--- config.mk ---
export PLATFORM = sky130hd
export DESIGN_NAME = instruction_fetch_unit
export DESIGN_NICKNAME = d
export VERILOG_FILES = /design/src/rtl/instruction_fetch_unit.sv
export SDC_FILE = /design/constraint.sdc
export NUM_CORES = 1
export LEC_CHECK = 0
export ABC_AREA = 1
export BUFFER_PORTS_ARGS = -buffer_cell sky130_fd_sc_hd__buf_2
export CAP_MARGIN = 15
export CORE_MARGIN = 2
export CORE_UTILIZATION = 52
export CTS_CLUSTER_DIAMETER = 40
export DETAILED_ROUTE_END_ITERATION = 16
export PLACE_DENSITY = 0.78
export SETUP_SLACK_MARGIN = 0.5
export SLEW_MARGIN = 0
export SYNTH_ARGS = -nofsm -noshare
export SYNTH_HDL_FRONTEND = slang
export SYNTH_SLANG_ARGS = --single-unit
export TNS_END_PERCENT = 100
--- constraint.sdc ---
create_clock -name clk -period 12 [get_ports clk]
set_input_delay 2.4 -clock clk [delete_from_list [all_inputs] [get_ports clk]]
set_output_delay 2.4 -clock clk [all_outputs]
set_load 0.02 [all_outputs]
--- src/rtl/instruction_fetch_unit.sv ---
// -----------------------------------------------------------------------------
// instruction_fetch_unit
//
// Fetch stage between the instruction cache and the IF/ID boundary. It holds
// the fetch PC, issues one cache read per cycle when allowed, and tracks the
// cache's 1-cycle read latency. A 1-entry skid buffer holds the returning
// instruction while decode is stalled. Redirects from later stages discard
// any fetched instructions and restart fetch at the new target.
//
// Ports:
//   clk             system clock; all state changes on the rising edge
//   reset           synchronous, active-high reset
//   run             1 = new fetches may be issued; 0 = drain only
//   id_stall        decode cannot accept an instruction this cycle
//   redirect_valid  control-flow change from a later stage
//   redirect_pc     new fetch target (low two bits ignored, flagged if set)
//   icache_enable   cache read enable
//   icache_addr     cache byte address (always the current fetch PC)
//   icache_data     cache read data, valid one cycle after icache_enable
//   if_valid        if_instr / if_pc / if_pc_plus4 are valid for decode
//   if_instr        fetched instruction
//   if_pc           address of if_instr
//   if_pc_plus4     if_pc + 4, modulo 2^ADDR_WIDTH
//   misalign_err    one-cycle pulse after a redirect to a non-word address
// -----------------------------------------------------------------------------
module instruction_fetch_unit #(
  parameter int unsigned           ADDR_WIDTH = 32,
  parameter int unsigned           DATA_WIDTH = 32,
  parameter logic [ADDR_WIDTH-1:0] RESET_PC   = '0
) (
  input  logic                  clk,
  input  logic                  reset,
  input  logic                  run,
  input  logic                  id_stall,
  input  logic                  redirect_valid,
  input  logic [ADDR_WIDTH-1:0] redirect_pc,
  output logic                  icache_enable,
  output logic [ADDR_WIDTH-1:0] icache_addr,
  input  logic [DATA_WIDTH-1:0] icache_data,
  output logic                  if_valid,
  output logic [DATA_WIDTH-1:0] if_instr,
  output logic [ADDR_WIDTH-1:0] if_pc,
  output logic [ADDR_WIDTH-1:0] if_pc_plus4,
  output logic                  misalign_err
);

  localparam logic [ADDR_WIDTH-1:0] PC_STEP = ADDR_WIDTH'(4);

  logic [ADDR_WIDTH-1:0] pc_q;
  logic                  inflight_valid;
  logic [ADDR_WIDTH-1:0] inflight_pc;
  logic                  skid_valid;
  logic [DATA_WIDTH-1:0] skid_instr;
  logic [ADDR_WIDTH-1:0] skid_pc;

  logic issue;
  logic skid_capture;

  // A new read is only issued when decode will be able to take the previous
  // one, so the skid buffer and the in-flight read are never both occupied.
  assign issue         = run & ~id_stall & ~redirect_valid & ~reset;
  assign skid_capture  = inflight_valid & id_stall & ~skid_valid & ~redirect_valid;

  assign icache_enable = issue;
  assign icache_addr   = pc_q;

  // Control state. Redirect outranks everything except reset.
  // NOTE: sequential state uses non-blocking (<=) so every register samples
  // the pre-edge values of its neighbours regardless of statement order.
  always_ff @(posedge clk) begin
    if (reset) begin
      pc_q           <= RESET_PC;
      inflight_valid <= 1'b0;
      skid_valid     <= 1'b0;
      misalign_err   <= 1'b0;
    end else begin
      misalign_err <= redirect_valid & (|redirect_pc[1:0]);
      if (redirect_valid) begin
        pc_q           <= {redirect_pc[ADDR_WIDTH-1:2], 2'b00};
        inflight_valid <= 1'b0;
        skid_valid     <= 1'b0;
      end else begin
        inflight_valid <= issue;
        if (issue) begin
          pc_q <= pc_q + PC_STEP;
        end
        if (skid_capture) begin
          skid_valid <= 1'b1;
        end else if (~id_stall) begin
          skid_valid <= 1'b0;
        end
      end
    end
  end

  // Payload registers are qualified by the valid bits above, so they carry
  // no reset.
  // NOTE: data-path registers whose contents are never observed while their
  // valid bit is low are deliberately left unreset.
  always_ff @(posedge clk) begin
    if (issue) begin
      inflight_pc <= pc_q;
    end
    if (skid_capture) begin
      skid_instr <= icache_data;
      skid_pc    <= inflight_pc;
    end
  end

  // Output mux: the skid entry is always older than any in-flight read.
  // NOTE: every always_comb output gets a default first so no path can
  // leave it unassigned and infer a latch.
  always_comb begin
    if_valid    = (skid_valid | inflight_valid) & ~redirect_valid & ~reset;
    if_instr    = '0;
    if_pc       = '0;
    if_pc_plus4 = '0;
    if (if_valid) begin
      if (skid_valid) begin
        if_instr = skid_instr;
        if_pc    = skid_pc;
      end else begin
        if_instr = icache_data;
        if_pc    = inflight_pc;
      end
      if_pc_plus4 = if_pc + PC_STEP;
    end
  end

endmodule

Word-level counts from Yosys, hierarchy flattened --
Index checks and enable logic that the tools add are counted.
Storage, ports and cells: bits in registers 131, input port bits 69, logic and storage cells 38
Operators by class: add/sub/neg operators 2, equal/unequal tests 1, multiplexer cells 10, bitwise operators 14, reductions and logical operators 3
Operators with widths (count):
- $mux 32 | 8
- $add 32x3->32 const B | 2
- $and 1x1->1 | 9
- $not 1->1 | 4
- $reduce_or 2->1 | 2
- $mux 1 | 2
- $ne 2x1->1 const B | 1
- $reduce_bool 2->1 | 1
- $or 1x1->1 | 1

Logic depth before layout (Yosys ltp) --
depth after elaboration 6, depth in mapped cells 14, gate-level depth less buffers 12

Worst setup path before layout --
No wires, ideal clock.
path type input -> register, start input redirect_valid, end register skid_instr[0], enable pin, setup time 635 ps, data arrival time 8964 ps, slack 2401 ps, stages 4, cell sequence buf_2 buf_1 buf_1 nor4_1
On the way: word-level cells in the longest chain between the ends 2
RTL lines:
- start, declared | RTL line 35 | input logic redirect_valid,
- $not 1->1 | RTL line 62 | assign skid_capture = inflight_valid & id_stall & ~skid_valid & ~redirect_valid;
- $and 1x1->1 | RTL line 62
- named net skid_capture | RTL line 57 | logic skid_capture;
- end signal, assigned | RTL line 105 | skid_instr <= icache_data;
- end, declared | RTL line 53 | logic [DATA_WIDTH-1:0] skid_instr;
The timed path passes the listed nets, and every way through them passes these cells. A chain may end at the register's enable or synchronous reset.

Worst setup path in the final report --
start input redirect_valid, end output if_pc_plus4[9]
On the way: word-level cells in the longest chain between the ends 4
RTL lines:
- $not 1->1 | RTL line 114 | if_valid = (skid_valid | inflight_valid) & ~redirect_valid & ~reset;
- $and 1x1->1 (2 in series) | RTL line 114
- $mux 32 | RTL line 118 | if (if_valid) begin
- end, declared | RTL line 43 | output logic [ADDR_WIDTH-1:0] if_pc_plus4,
No other way between the ends.

==> results.md <==
* Status: finished clean
* Sw Pwr at 243.1 uW
* Register area at 3425 sq um
* Post-Route WL at 18.99 mm
* Area Overhead vs Synth at 21.60%
* Total track usage at 0.2550
* Hold WC Path Type: flop to flop
* Hold Path Sink: skid_pc[10]
* Hold path startpoint: inflight_pc[10]
* VDD IR max at 90.58 uV
* Crit Reg-Reg Endpoint: skid_pc[21]
* CP startpoint: redirect_valid
* Netlist cell types at 38
* FMAX at 144.0 MHz
* Post-CTS setup buffers at 0
* # port buffers at 193
* Drt first pass iters at 5
* RSZ-0062 raised after global routing: false
* Hold-fix buffers at CTS at 0
* Vias in the first global route at 5990
* Power Dens Cells at 120.6 nW/um^2
* H-tree lvl count at 4
* Initial DRC count at 587
* Total negative slack at 0 ns
* Crit end category: output port
* Register area share after synthesis at 0.4687
* WHS at 0.4483 ns
* Int Power at 828.2 uW
* Clk pwr share at 0.468
* Flop-to-flop setup slack at 9.86 ns
* Chip height at 122.5 um
* Final hold vios at 0
* FFs w/ async S/R, synth at 0
* Die W at 122.5 um
* Gate power share at 0.078
* ANT nets after route at 0
* Num CTS Buffers at 17
* Mapped Cells at 973
* TritonCTS Sinks at 125
* Initial antenna violation count at 0
* Via Count at 6802
* Rows at 43
* Root buf cell: clkbuf_16
* Core area at 13830 sq um
* Share of cells above drive strength 1 at 0.2524
* TritonCTS clock tree: done
* Tightest Pin Transition at 0.8266 ns
* Post-CTS sizing at 0
* Syn avg cell area at 7.507 sq um
* # setup viols final at 0
* Sw frac at 0.2269
* Fillers at 1193
* Antenna diodes at 0
* Flop pwr share at 0.454
* Startpoint Class: input pin
* Max Cap Violations at 0
* Arr. time, crit path at 4.54 ns
* Number of flops mapped to enable cells by yosys at 92
* Hpwl dp at 13.85 mm
* Global-route wire length before repair at 29.65 mm
* Residual DRC at 0
* Clock Latency Late Sink at 0.41 ns
* Die area at 15010 sq um
* Crit Path Class: input pin to output port
* Post-synth top flop: edfxtp_1
* Mapped Area at 7305 sq um
* Critical R2R Launch: skid_valid
* Nets at 1223
* I/O pin count at 200
* Clk pin slew, worst setup/hold paths at 0.05 ns
* Routed len/inst at 14.12 um
* Required @ worst endpoint at 9.60 ns
* Clk_skew at 0.008505 ns
* Via density at 5.057
* Footprint of the multi-input gates at 3251 sq um
* Initial Utilization at 0.5283
* Hold path depth at 0
* Worst r2r path cells at 3
* Relative slew slack at 0.4489
* Final period utilization at 0.5786
* Gpl congestion at 0.9467
* Clk buf depth at 2
* Final max-slew violation count at 0
* Synth Register Bits at 125
* Largest net degree at the start of global routing at 88
* Grt ovf at 0
* Crit path time final at 6.944 ns
* Leakage at 0.004146 uW
* Synth warn at 0
* Crit-path max FO at 87
-- worst max path at each step --
| stage | to | slack [ns] |
|---|---|---|
| after floorplan | skid_instr[0] | 2.40 |
| after global placement | if_pc_plus4[9] | 5.12 |
| after detailed placement | if_pc_plus4[9] | 5.07 |
| after CTS | if_pc_plus4[9] | 5.07 |
| after global routing | if_pc_plus4[9] | 4.82 |
| final | if_pc_plus4[9] | 5.06 |
-- final cells by class --
class                      count  area share
inverter                     106     0.04536
clock inverter                 7    0.009861
clock buffer                  25     0.05578
sequential                   125      0.3855
multi-input combinational    705      0.3660
timing repair buffer         197      0.1121
tap                          180     0.02536
-- through the flow --
stage	instances	worst slack [ns]	util	instance area [sq um]	power, uW
3_5_place_dp	1313	5.068	0.6002	8299	576.8
4_1_cts	1345	5.073	0.6424	8882	1073
5_1_grt	1345	4.824	0.6424	8882	1103
2_1_floorplan	978	2.401	-	7323	544.6
3_3_place_gp	1313	5.122	0.6002	8299	575.5
6_report	1345	5.056	0.6424	8882	1071
-- worst max-delay path, cell delays in order --
cell	delay, ns
buf_2	0.50
inv_2	0.15
nand2_2	0.16
a21oi_4	0.08
inv_2	0.08
buf_4	0.61
o21ai_0	0.18
o21ai_0	0.11
inv_1	0.05
buf_2	0.15
-- power groups by stage --
stage | Sequential [uW] | Clock [uW] | Combinational (uW)
finish | 486 | 502 | 83.3
global route | 487 | 523 | 92.6
CTS | 486 | 505 | 83.0
detailed placement | 494 | 0 | 82.4
global placement | 494 | 0 | 81.5
floorplan | 498 | 0 | 46.8
-- routing by layer --
metal	global-route usage	vias to the layer above	part of all wire
met2	0.4014	302	0.46
li1	-	3453	-
met5	0	-	0
met3	0.04554	34	0.079
met4	0.09914	0	0.024
met1	0.3513	3013	0.44
-- cells in the final DEF (no fill, tap or decap), types with 5 or more instances in the layout --
cell type / count
a22o_1: 6
inv_1: 101
nand2_4: 7
nor2_1: 110
o21ai_0: 18
conb_1: 6
nor3_1: 5
dfxtp_1: 32
a31oi_1: 8
xor2_1: 16
nand4_1: 5
nor2_2: 26
clkbuf_16: 17
nand3_1: 47
o21ai_1: 12
nand2_2: 20
a21oi_1: 63
nand2_1: 337
buf_2: 193
edfxtp_1: 92
-- Yosys cell counts, drive strengths merged (2+ instances only) --
| cell | n | area share |
|---|---|---|
| buf | 29 | 0.029 |
| edfxtp | 92 | 0.38 |
| dfxtp | 33 | 0.090 |
| nor4 | 2 | 0.0017 |
| o21ai | 34 | 0.025 |
| nor3b | 2 | 0.0021 |
| nand3 | 48 | 0.034 |
| nand2 | 364 | 0.20 |
| ha | 2 | 0.0034 |
| nor2 | 139 | 0.083 |
| a22o | 6 | 0.0072 |
| nor3 | 5 | 0.0034 |
| clkbuf | 13 | 0.0067 |
| inv | 106 | 0.055 |
| xor2 | 16 | 0.019 |
| a21oi | 64 | 0.045 |
| a31oi | 8 | 0.0069 |
| nand4 | 5 | 0.0043 |
-- cell families (layout without fill, tap and decap cells) --
logic type                 after synthesis  count (layout)  share of synthesized area
AOI/OAI and AO/OA                      113             113                    0.08582
xor gates and xnor gates                17              17                    0.02038
adders and majority gates                2               2                   0.003425
buffers and inverters                  148             335                    0.09044
DFF                                    125             125                     0.4687
other                                    1               6                  0.0005134
and+or+nand+nor                        567             567                     0.3308
-- registers in the layout, summed over array words and instances, names as in the netlist --
| signal | count |
|---|---|
| icache_addr | 30 |
| inflight_pc | 30 |
| inflight_valid | 1 |
| misalign_err | 1 |
| skid_instr | 32 |
| skid_pc | 30 |
| skid_valid | 1 |
Power figures use the tool's default switching activity.
